--- config.mk ---
export PLATFORM = sky130hd
export DESIGN_NAME = alu_issue_sequencer
export DESIGN_NICKNAME = d
export VERILOG_FILES = /design/src/rtl/alu_issue_sequencer.sv
export SDC_FILE = /design/constraint.sdc
export NUM_CORES = 1
export LEC_CHECK = 0
export BUFFER_PORTS_ARGS = -buffer_cell sky130_fd_sc_hd__buf_2
export CAP_MARGIN = 20
export CORE_ASPECT_RATIO = 1.4
export CORE_MARGIN = 2
export CORE_UTILIZATION = 45
export DETAILED_ROUTE_END_ITERATION = 10
export MAX_ROUTING_LAYER = met4
export PLACE_DENSITY_LB_ADDON = 0.12
export SLEW_MARGIN = 10
export SYNTH_ARGS = -nofsm -noshare
export SYNTH_HDL_FRONTEND = slang
export SYNTH_SLANG_ARGS = --single-unit
--- constraint.sdc ---
create_clock -name clk -period 2.8 [get_ports clk]
set_input_delay 0.56 -clock clk [delete_from_list [all_inputs] [get_ports clk]]
set_output_delay 0.56 -clock clk [all_outputs]
set_load 0.02 [all_outputs]
--- src/rtl/alu_issue_sequencer.sv ---
// Multi-cycle issue controller for the ALU execute block. An instruction is
// accepted in IDLE, decoded against the register file in DECODE, handed to the
// ALU in EXEC and retired as a register writeback or a branch resolution in WB.
module alu_issue_sequencer (
  input  logic        clk,
  input  logic        rst_n,
  // Instruction handshake from fetch
  input  logic        instr_valid,
  output logic        instr_ready,
  input  logic [31:0] instr,
  // Register-file read ports
  output logic [4:0]  rs_addr,
  output logic [4:0]  rt_addr,
  input  logic [31:0] rs_data,
  input  logic [31:0] rt_data,
  // ALU initiator side
  output logic [31:0] alu_a,
  output logic [31:0] alu_b,
  output logic [3:0]  alu_control,
  output logic        alu_imm_signal,
  output logic [20:0] alu_imm,
  input  logic [31:0] alu_result,
  input  logic        alu_zero,
  // Retirement
  output logic        wb_en,
  output logic [4:0]  wb_addr,
  output logic [31:0] wb_data,
  output logic        branch_valid,
  output logic        branch_taken,
  output logic [15:0] branch_offset,
  output logic        illegal
);

  // Opcodes
  localparam logic [5:0] OpRtype = 6'b000000;
  localparam logic [5:0] OpAddi  = 6'b001000;
  localparam logic [5:0] OpAndi  = 6'b001100;
  localparam logic [5:0] OpOri   = 6'b001101;
  localparam logic [5:0] OpBeq   = 6'b000100;

  // R-type function codes
  localparam logic [5:0] FnAnd = 6'b100100;
  localparam logic [5:0] FnOr  = 6'b100101;
  localparam logic [5:0] FnAdd = 6'b100000;
  localparam logic [5:0] FnSub = 6'b100010;
  localparam logic [5:0] FnSll = 6'b000000;
  localparam logic [5:0] FnSrl = 6'b000010;

  // ALU control encodings
  localparam logic [3:0] AluAnd = 4'b0000;
  localparam logic [3:0] AluOr  = 4'b0001;
  localparam logic [3:0] AluAdd = 4'b0010;
  localparam logic [3:0] AluSub = 4'b0110;
  localparam logic [3:0] AluSll = 4'b1110;
  localparam logic [3:0] AluSrl = 4'b1100;

  typedef enum logic [1:0] {
    StIdle,
    StDecode,
    StExec,
    StWb
  } state_e;

  state_e      state_q, state_d;
  logic [31:0] instr_q;

  // Fields of the latched instruction word
  logic [5:0]  opcode;
  logic [5:0]  funct;
  logic [15:0] imm16;
  logic        is_rtype;
  logic        is_beq;
  logic [4:0]  dst_addr;

  // Decode results, valid while in DECODE
  logic        dec_legal;
  logic [3:0]  dec_ctrl;
  logic        dec_imm_sig;
  logic [31:0] dec_a;
  logic [31:0] dec_b;

  assign opcode   = instr_q[31:26];
  assign funct    = instr_q[5:0];
  assign imm16    = instr_q[15:0];
  assign is_rtype = (opcode == OpRtype);
  assign is_beq   = (opcode == OpBeq);
  assign dst_addr = is_rtype ? instr_q[15:11] : instr_q[20:16];

  // Register-file addresses come straight from the latched word; they are zero
  // after reset because the latch is.
  assign rs_addr = instr_q[25:21];
  assign rt_addr = instr_q[20:16];

  assign instr_ready = (state_q == StIdle) && rst_n;

  // Strobes are derived from state and gated by reset so that no pulse can
  // appear while the sequencer is being cleared.
  assign illegal      = rst_n && (state_q == StDecode) && !dec_legal;
  assign wb_en        = rst_n && (state_q == StWb) && !is_beq && (dst_addr != 5'd0);
  assign branch_valid = rst_n && (state_q == StWb) && is_beq;

  // Instruction decode: ALU control, operand selection and legality
  always_comb begin
    dec_legal   = 1'b0;
    dec_ctrl    = AluAnd;
    dec_imm_sig = 1'b0;
    dec_a       = rs_data;
    dec_b       = rt_data;
    if (is_rtype) begin
      unique case (funct)
        FnAnd: begin
          dec_legal = 1'b1;
          dec_ctrl  = AluAnd;
        end
        FnOr: begin
          dec_legal = 1'b1;
          dec_ctrl  = AluOr;
        end
        FnAdd: begin
          dec_legal = 1'b1;
          dec_ctrl  = AluAdd;
        end
        FnSub: begin
          dec_legal = 1'b1;
          dec_ctrl  = AluSub;
        end
        // Shifts operate on rt; the amount travels in alu_imm[10:6]
        FnSll: begin
          dec_legal   = 1'b1;
          dec_ctrl    = AluSll;
          dec_imm_sig = 1'b1;
          dec_a       = rt_data;
          dec_b       = '0;
        end
        FnSrl: begin
          dec_legal   = 1'b1;
          dec_ctrl    = AluSrl;
          dec_imm_sig = 1'b1;
          dec_a       = rt_data;
          dec_b       = '0;
        end
        default: dec_legal = 1'b0;
      endcase
    end else begin
      dec_imm_sig = 1'b1;
      unique case (opcode)
        OpAddi: begin
          dec_legal = 1'b1;
          dec_ctrl  = AluAdd;
          dec_b     = {{16{imm16[15]}}, imm16};
        end
        OpAndi: begin
          dec_legal = 1'b1;
          dec_ctrl  = AluAnd;
          dec_b     = {16'h0000, imm16};
        end
        OpOri: begin
          dec_legal = 1'b1;
          dec_ctrl  = AluOr;
          dec_b     = {16'h0000, imm16};
        end
        // BEQ compares by subtraction and reads the ALU zero flag
        OpBeq: begin
          dec_legal = 1'b1;
          dec_ctrl  = AluSub;
          dec_b     = rt_data;
        end
        default: dec_legal = 1'b0;
      endcase
    end
  end

  // Next-state logic
  always_comb begin
    state_d = state_q;
    unique case (state_q)
      StIdle:   if (instr_valid && instr_ready) state_d = StDecode;
      StDecode: state_d = dec_legal ? StExec : StIdle;
      StExec:   state_d = StWb;
      StWb:     state_d = StIdle;
      default:  state_d = StIdle;
    endcase
  end

  // State, instruction latch, ALU input registers and retirement registers
  always_ff @(posedge clk) begin
    if (!rst_n) begin
      state_q        <= StIdle;
      instr_q        <= '0;
      alu_a          <= '0;
      alu_b          <= '0;
      alu_control    <= '0;
      alu_imm_signal <= 1'b0;
      alu_imm        <= '0;
      wb_addr        <= '0;
      wb_data        <= '0;
      branch_taken   <= 1'b0;
      branch_offset  <= '0;
    end else begin
      state_q <= state_d;
      if (state_q == StIdle && instr_valid) begin
        instr_q <= instr;
      end
      // ALU inputs only move on a legal DECODE->EXEC edge
      if (state_q == StDecode && dec_legal) begin
        alu_a          <= dec_a;
        alu_b          <= dec_b;
        alu_control    <= dec_ctrl;
        alu_imm_signal <= dec_imm_sig;
        alu_imm        <= instr_q[20:0];
      end
      // Capture the ALU response; outputs only change when a strobe follows
      if (state_q == StExec) begin
        if (is_beq) begin
          branch_taken  <= alu_zero;
          branch_offset <= imm16;
        end else if (dst_addr != 5'd0) begin
          wb_addr <= dst_addr;
          wb_data <= alu_result;
        end
      end
    end
  end

endmodule

# Yosys cells after proc, flatten, opt, wreduce, memory -nomap -nowiden
# Cells that the tools add are included.
[word_totals]
regBits = 178
latchBits = 0
ramBits = 0
rom_bits = 0
input_bits = 132
out_inout_bits = 158
word_cells = 64
n_memories = 0
[op_classes]
addsub = 0
multipliers = 0
n_div = 0
magnitude_cmp = 0
eq_ne = 13
shifts = 0
muxes = 17
bitwise_logic = 1
n_reduce_logical = 22
[op_table]
columns = ["cell", "count"]
rows = [
  ["$mux W32", 4],
  ["$pmux W32 S2", 1],
  ["$eq A6 B6 Y1 const B", 4],
  ["$pmux W4 S5", 1],
  ["$eq A6 B4 Y1 const B", 3],
  ["$logic_not A6 Y1", 2],
  ["$logic_and A1 B1 Y1", 10],
  ["$pmux W3 S3", 1],
  ["$pmux W2 S4", 1],
  ["$eq A6 B2 Y1 const B", 1],
  ["$eq A6 B3 Y1 const B", 1],
  ["$reduce_or A6 Y1", 1],
  ["$mux W1", 5],
  ["$mux W5", 1],
  ["$reduce_bool A5 Y1", 1],
  ["$eq A2 B2 Y1 const B", 2],
  ["$mux W2", 2],
  ["$mux W4", 1],
  ["$reduce_or A2 Y1", 2],
  ["$reduce_or A4 Y1", 1],
  ["$reduce_and A3 Y1", 1],
  ["$eq A2 B1 Y1 const B", 1],
  ["$logic_not A1 Y1", 2],
  ["$logic_not A2 Y1", 1],
  ["3 further kinds", 3],
]

# Depth between registers and ports, before layout
[depth]
ltp_word = 6
ltp_mapped = 8
depth_no_buf = 4

# Worst setup path after synthesis
# OpenSTA, ideal clock, no wires.
[synth_path]
path_type = "reg-to-output"
startpoint = "register instr_q[31]"
endpoint = "output port illegal"
arrival_ns = 2.109
required_ns = 2.240
path_slack_ns = 0.131
path_stages_with_launch = 8
n_path_buf = 3
path_cell_list = "dfxtp_1 -> buf_6 -> or3_1 -> clkbuf_1 -> nor2_1 -> clkbuf_1 -> a21oi_1 -> nor3_1"
[synth_via]
elab_chain_cells = 6
elab_cells_between_ends = 10
cone_classes = "eq/ne: 4; mux: 2; reduce/logical: 4"
[synth_rtl]
columns = ["item", "line", "text"]
rows = [
  ["from (decl)", "65", "logic [31:0] instr_q;"],
  ["from (signal assigned)", "202", "instr_q <= instr;"],
  ["$eq A6 B3 Y1 or $eq A6 B4 Y1 (tied branches)", "146", "unique case (opcode)"],
  ["$reduce_or A4 Y1 (no line)", "-", ""],
  ["$mux W1", "146", ""],
  ["$mux W1 *", "109", "if (is_rtype) begin"],
  ["$logic_not A1 Y1 *", "98", "assign illegal = rst_n && (state_q == StDecode) && !dec_legal;"],
  ["$logic_and A1 B1 Y1 *", "98", ""],
  ["to (decl)", "31", "output logic illegal"],
]
# Every way passes the cells marked *; elsewhere a longest branch is shown, timed or not.

# Final worst setup path
[layout_path]
startpoint = "register instr_q[31]"
endpoint = "output port wb_en"
[layout_via]
elab_chain_cells = 4
elab_cells_between_ends = 7
cone_classes = "eq/ne: 1; mux: 1; reduce/logical: 5"
[layout_rtl]
columns = ["item", "line", "text"]
rows = [
  ["$logic_not A6 Y1 or $eq A6 B3 Y1 (tied branches)", "85, 86", ""],
  ["$mux W5 or $logic_not A1 Y1 (tied branches)", "87, 99", ""],
  ["$reduce_bool A5 Y1 or $logic_and A1 B1 Y1 (tied branches)", "99", "assign wb_en = rst_n && (state_q == StWb) && !is_beq && (dst_addr != 5'd0);"],
  ["$logic_and A1 B1 Y1 *", "99", ""],
  ["to (decl)", "25", "output logic wb_en,"],
]
# Marked as above.

==> impl_metrics.toml <==
[status]
status = "finished, final reports clean"

[route]
dr_total_vias = 7652
vias_per_cell = 5.43
wl_per_cell_um = 17.8
drtAntennaViolNets = 0
first_pass_iters = 5
drt_iter0_markers = 537
drc = 0
wl_um = 25100

[pwr]
p_clk_share_pct = 37.8
sw_frac_of_total_pct = 30.3
power_frac_comb_pct = 20.5
p_sw_mw = 2.02
p_leak_nw = 4.65
p_int_mw = 4.64
pwr-share-seq_pct = 41.7
powerDensity_nw_per_um2 = 643
vdd_ir_drop_max_mv = 0.409

[grt]
grt_util_all_layers_pct = 26.1
grt_start_max_net_pins = 104
grt_overflow = 0
grt_pass1_wl_um = 38900
grt_pass1_vias = 7261
antenna_found_initial = 2

[finish]
fin_util_pct = 58.0
layout-drive-gt1-share_pct = 32.1
area_growth_pct = 26.9
nets = 1286

[timing]
setup_tns_ns = 0
period_needed_ns = 2.65
worst_pin_slew_ns = 0.975
setup_viol = 0
finalHoldViolations = 0
drv_slew = 0
skew_ns = 0.0108
relSlewSlack_pct = 35.0
post-route-period-util_pct = 94.8
rsz0062_at_grt = "false"
fmax_ghz = 0.377

[worst_setup_path]
worstSetupStartpoint = "instr_q[31]"
arrival_ns = 2.09
r2r-start = "instr_q[31]"
endpoint = "wb_en"
r2r_slack_ns = 0.54
path_max_fanout = 10
cp.required_ns = 2.24
crit_type = "reg -> out"
r2r-end = "alu_b[1]"
worst-r2r-cell-count = 5
end_kind = "primary output"
cp-start-kind = "flop"

[clock_network]
insertion_delay_ns = 0.43
cts_buffer_depth = 2
htreeDepth = 4
cts_setup_buffers = 0
cts_hold_repair.buffers = 0
cts-root-buf = "clkbuf_16"
cts_buffers = 17
cts_tree = "yes"
clkTransAtPathRegs_ns = 0.07
cts.sinks = 178
cts_resized = 0

[logic_synthesis]
ys_async_sr_fraction_pct = 0
synth.avg_cell_area_um2 = 8.91
ys_ff_latch = 178
synth_edf_count = 0
yosysSeqAreaShare_pct = 43.7
synth_fp_nets = 1048
ys_types = 49
yosys_warnings = 0
postSynthCellCount = 916
syn_area_um2 = 8160
ys.flop_type = "dfxtp_1"

[floorplanning]
die-area_um2 = 19200
die_w_um = 118
initial_utilization_pct = 45.7
core_area_um2 = 17900
fp.dieH_um = 163
boundaryPins = 290
rows = 58

[job]
maxCapViolations = 0

[placed_design]
io_buffer_count = 289
gp_congestion = 0.867
dp.final_hpwl_um = 17500

[worst_hold_path]
hold_path.class = "in -> reg"
==> metal layers <==
metal  vias up  wire (um)  global-route usage (%)
met2       281      12200                    42.8
met3        40       1630                    6.35
met5         -          0                       -
met1      3559      10700                    31.4
li1       3772          -                       -
met4         0        591                    9.15
==> sequential cells by signal (all words and copies together) (netlist names), named ones only <==
signal and cells:
alu_imm_signal 1, alu_control 4, instr_q 32, branch_offset 16, alu_b 32, alu_imm 21, wb_data 32, branch_taken 1
wb_addr 5, alu_a 32, state_q 1
==> synth_stat cells (2+ instances only) <==
cell type	count	area (um2)
nand2b_1	3	18.8
nand3_1	26	130
nor3_1	3	15.0
o221ai_1	32	280
clkbuf_1	63	236
or3_1	35	219
mux2_4	4	60.1
a221o_1	32	320
nor4_4	2	42.5
buf_2	15	75.1
nand2_1	179	672
inv_1	4	15.0
buf_6	9	101
or4_1	5	37.5
buf_4	14	105
and3_1	2	12.5
a211oi_2	2	25.0
a21oi_1	74	370
nor2b_1	2	12.5
mux2i_1	105	1050
o21ai_0	38	190
nor4_1	2	12.5
nor3b_1	2	15.0
and2_1	7	43.8
nor2_1	23	86.3
a211oi_1	32	240
dfxtp_1	178	3560
buf_1	2	7.51
==> power groups by stage <==
stage | combinational [mW] | sequential [mW] | clock [mW]
finish | 1.36 | 2.78 | 2.51
global route | 1.48 | 2.79 | 2.67
floorplan | 0.796 | 2.93 | 0
detailed placement | 1.36 | 2.83 | 0
CTS | 1.36 | 2.77 | 2.55
global placement | 1.35 | 2.83 | 0
==> stage by stage <==
step / power (mW) / cells / worst slack, ns / hold WS [ns] / instance area, um2
global route: 6.94 / 1409 / 0.0188 / 0.352 / 10300
global placement: 4.18 / 1375 / 0.512 / 0.438 / 9720
detailed placement: 4.19 / 1375 / 0.475 / 0.444 / 9720
CTS: 6.69 / 1407 / 0.0207 / 0.349 / 10300
finish: 6.65 / 1410 / 0.146 / 0.359 / 10300
floorplan: 3.73 / 916 / 0.131 / 0.437 / 8160
==> worst min-delay path by stage <==
stage                            from     endpoint  slack (ns)  depth (start not counted)
after global routing        instr[10]  instr_q[10]        0.35                          3
after CTS                   instr[23]  instr_q[23]        0.35                          3
after global placement    wb_data[10]  wb_data[10]        0.44                          2
final                       instr[23]  instr_q[23]        0.36                          3
after detailed placement  wb_data[11]  wb_data[11]        0.44                          2
after floorplan           instr_q[21]  instr_q[21]        0.44                          2
==> cell families after synthesis <==
| family | Yosys count | share of synthesized area, % |
|---|---|---|
| AOI/OAI and AO/OA | 220 | 18.5 |
| buffers and inverters | 107 | 6.63 |
| DFF | 178 | 43.7 |
| muxes | 110 | 13.8 |
| and+or+nand+nor | 301 | 17.4 |
==> critical path, stage by stage (launching register included) <==
cell and delay (ns):
dfxtp_1 0.39, or3_1 0.61, nor4_4 0.40, nor4_1 0.10
buf_2 0.17
==> cells in the final DEF, fill, tap and decap left out, types with 26 or more instances in the layout <==
master      n
nand3_1    26
a221o_1    32
mux2i_1   105
o221ai_1   32
a211oi_1   32
dfxtp_1   178
o21ai_0    38
buf_4      31
a21oi_1    74
buf_2     288
or3_1      35
nand2_1   179
==> final cells by class <==
type / count / area, um2
Fill cell: 1728 / 7500
Multi-Input combinational cell: 631 / 4110
Sequential cell: 178 / 3560
Timing Repair Buffer: 322 / 1730
Clock buffer: 20 / 447
Tap cell: 240 / 300
Clock inverter: 12 / 170
Inverter: 4 / 15.0
Antenna cell: 3 / 7.51
Note: power is estimated with default switching activity, not from simulation.
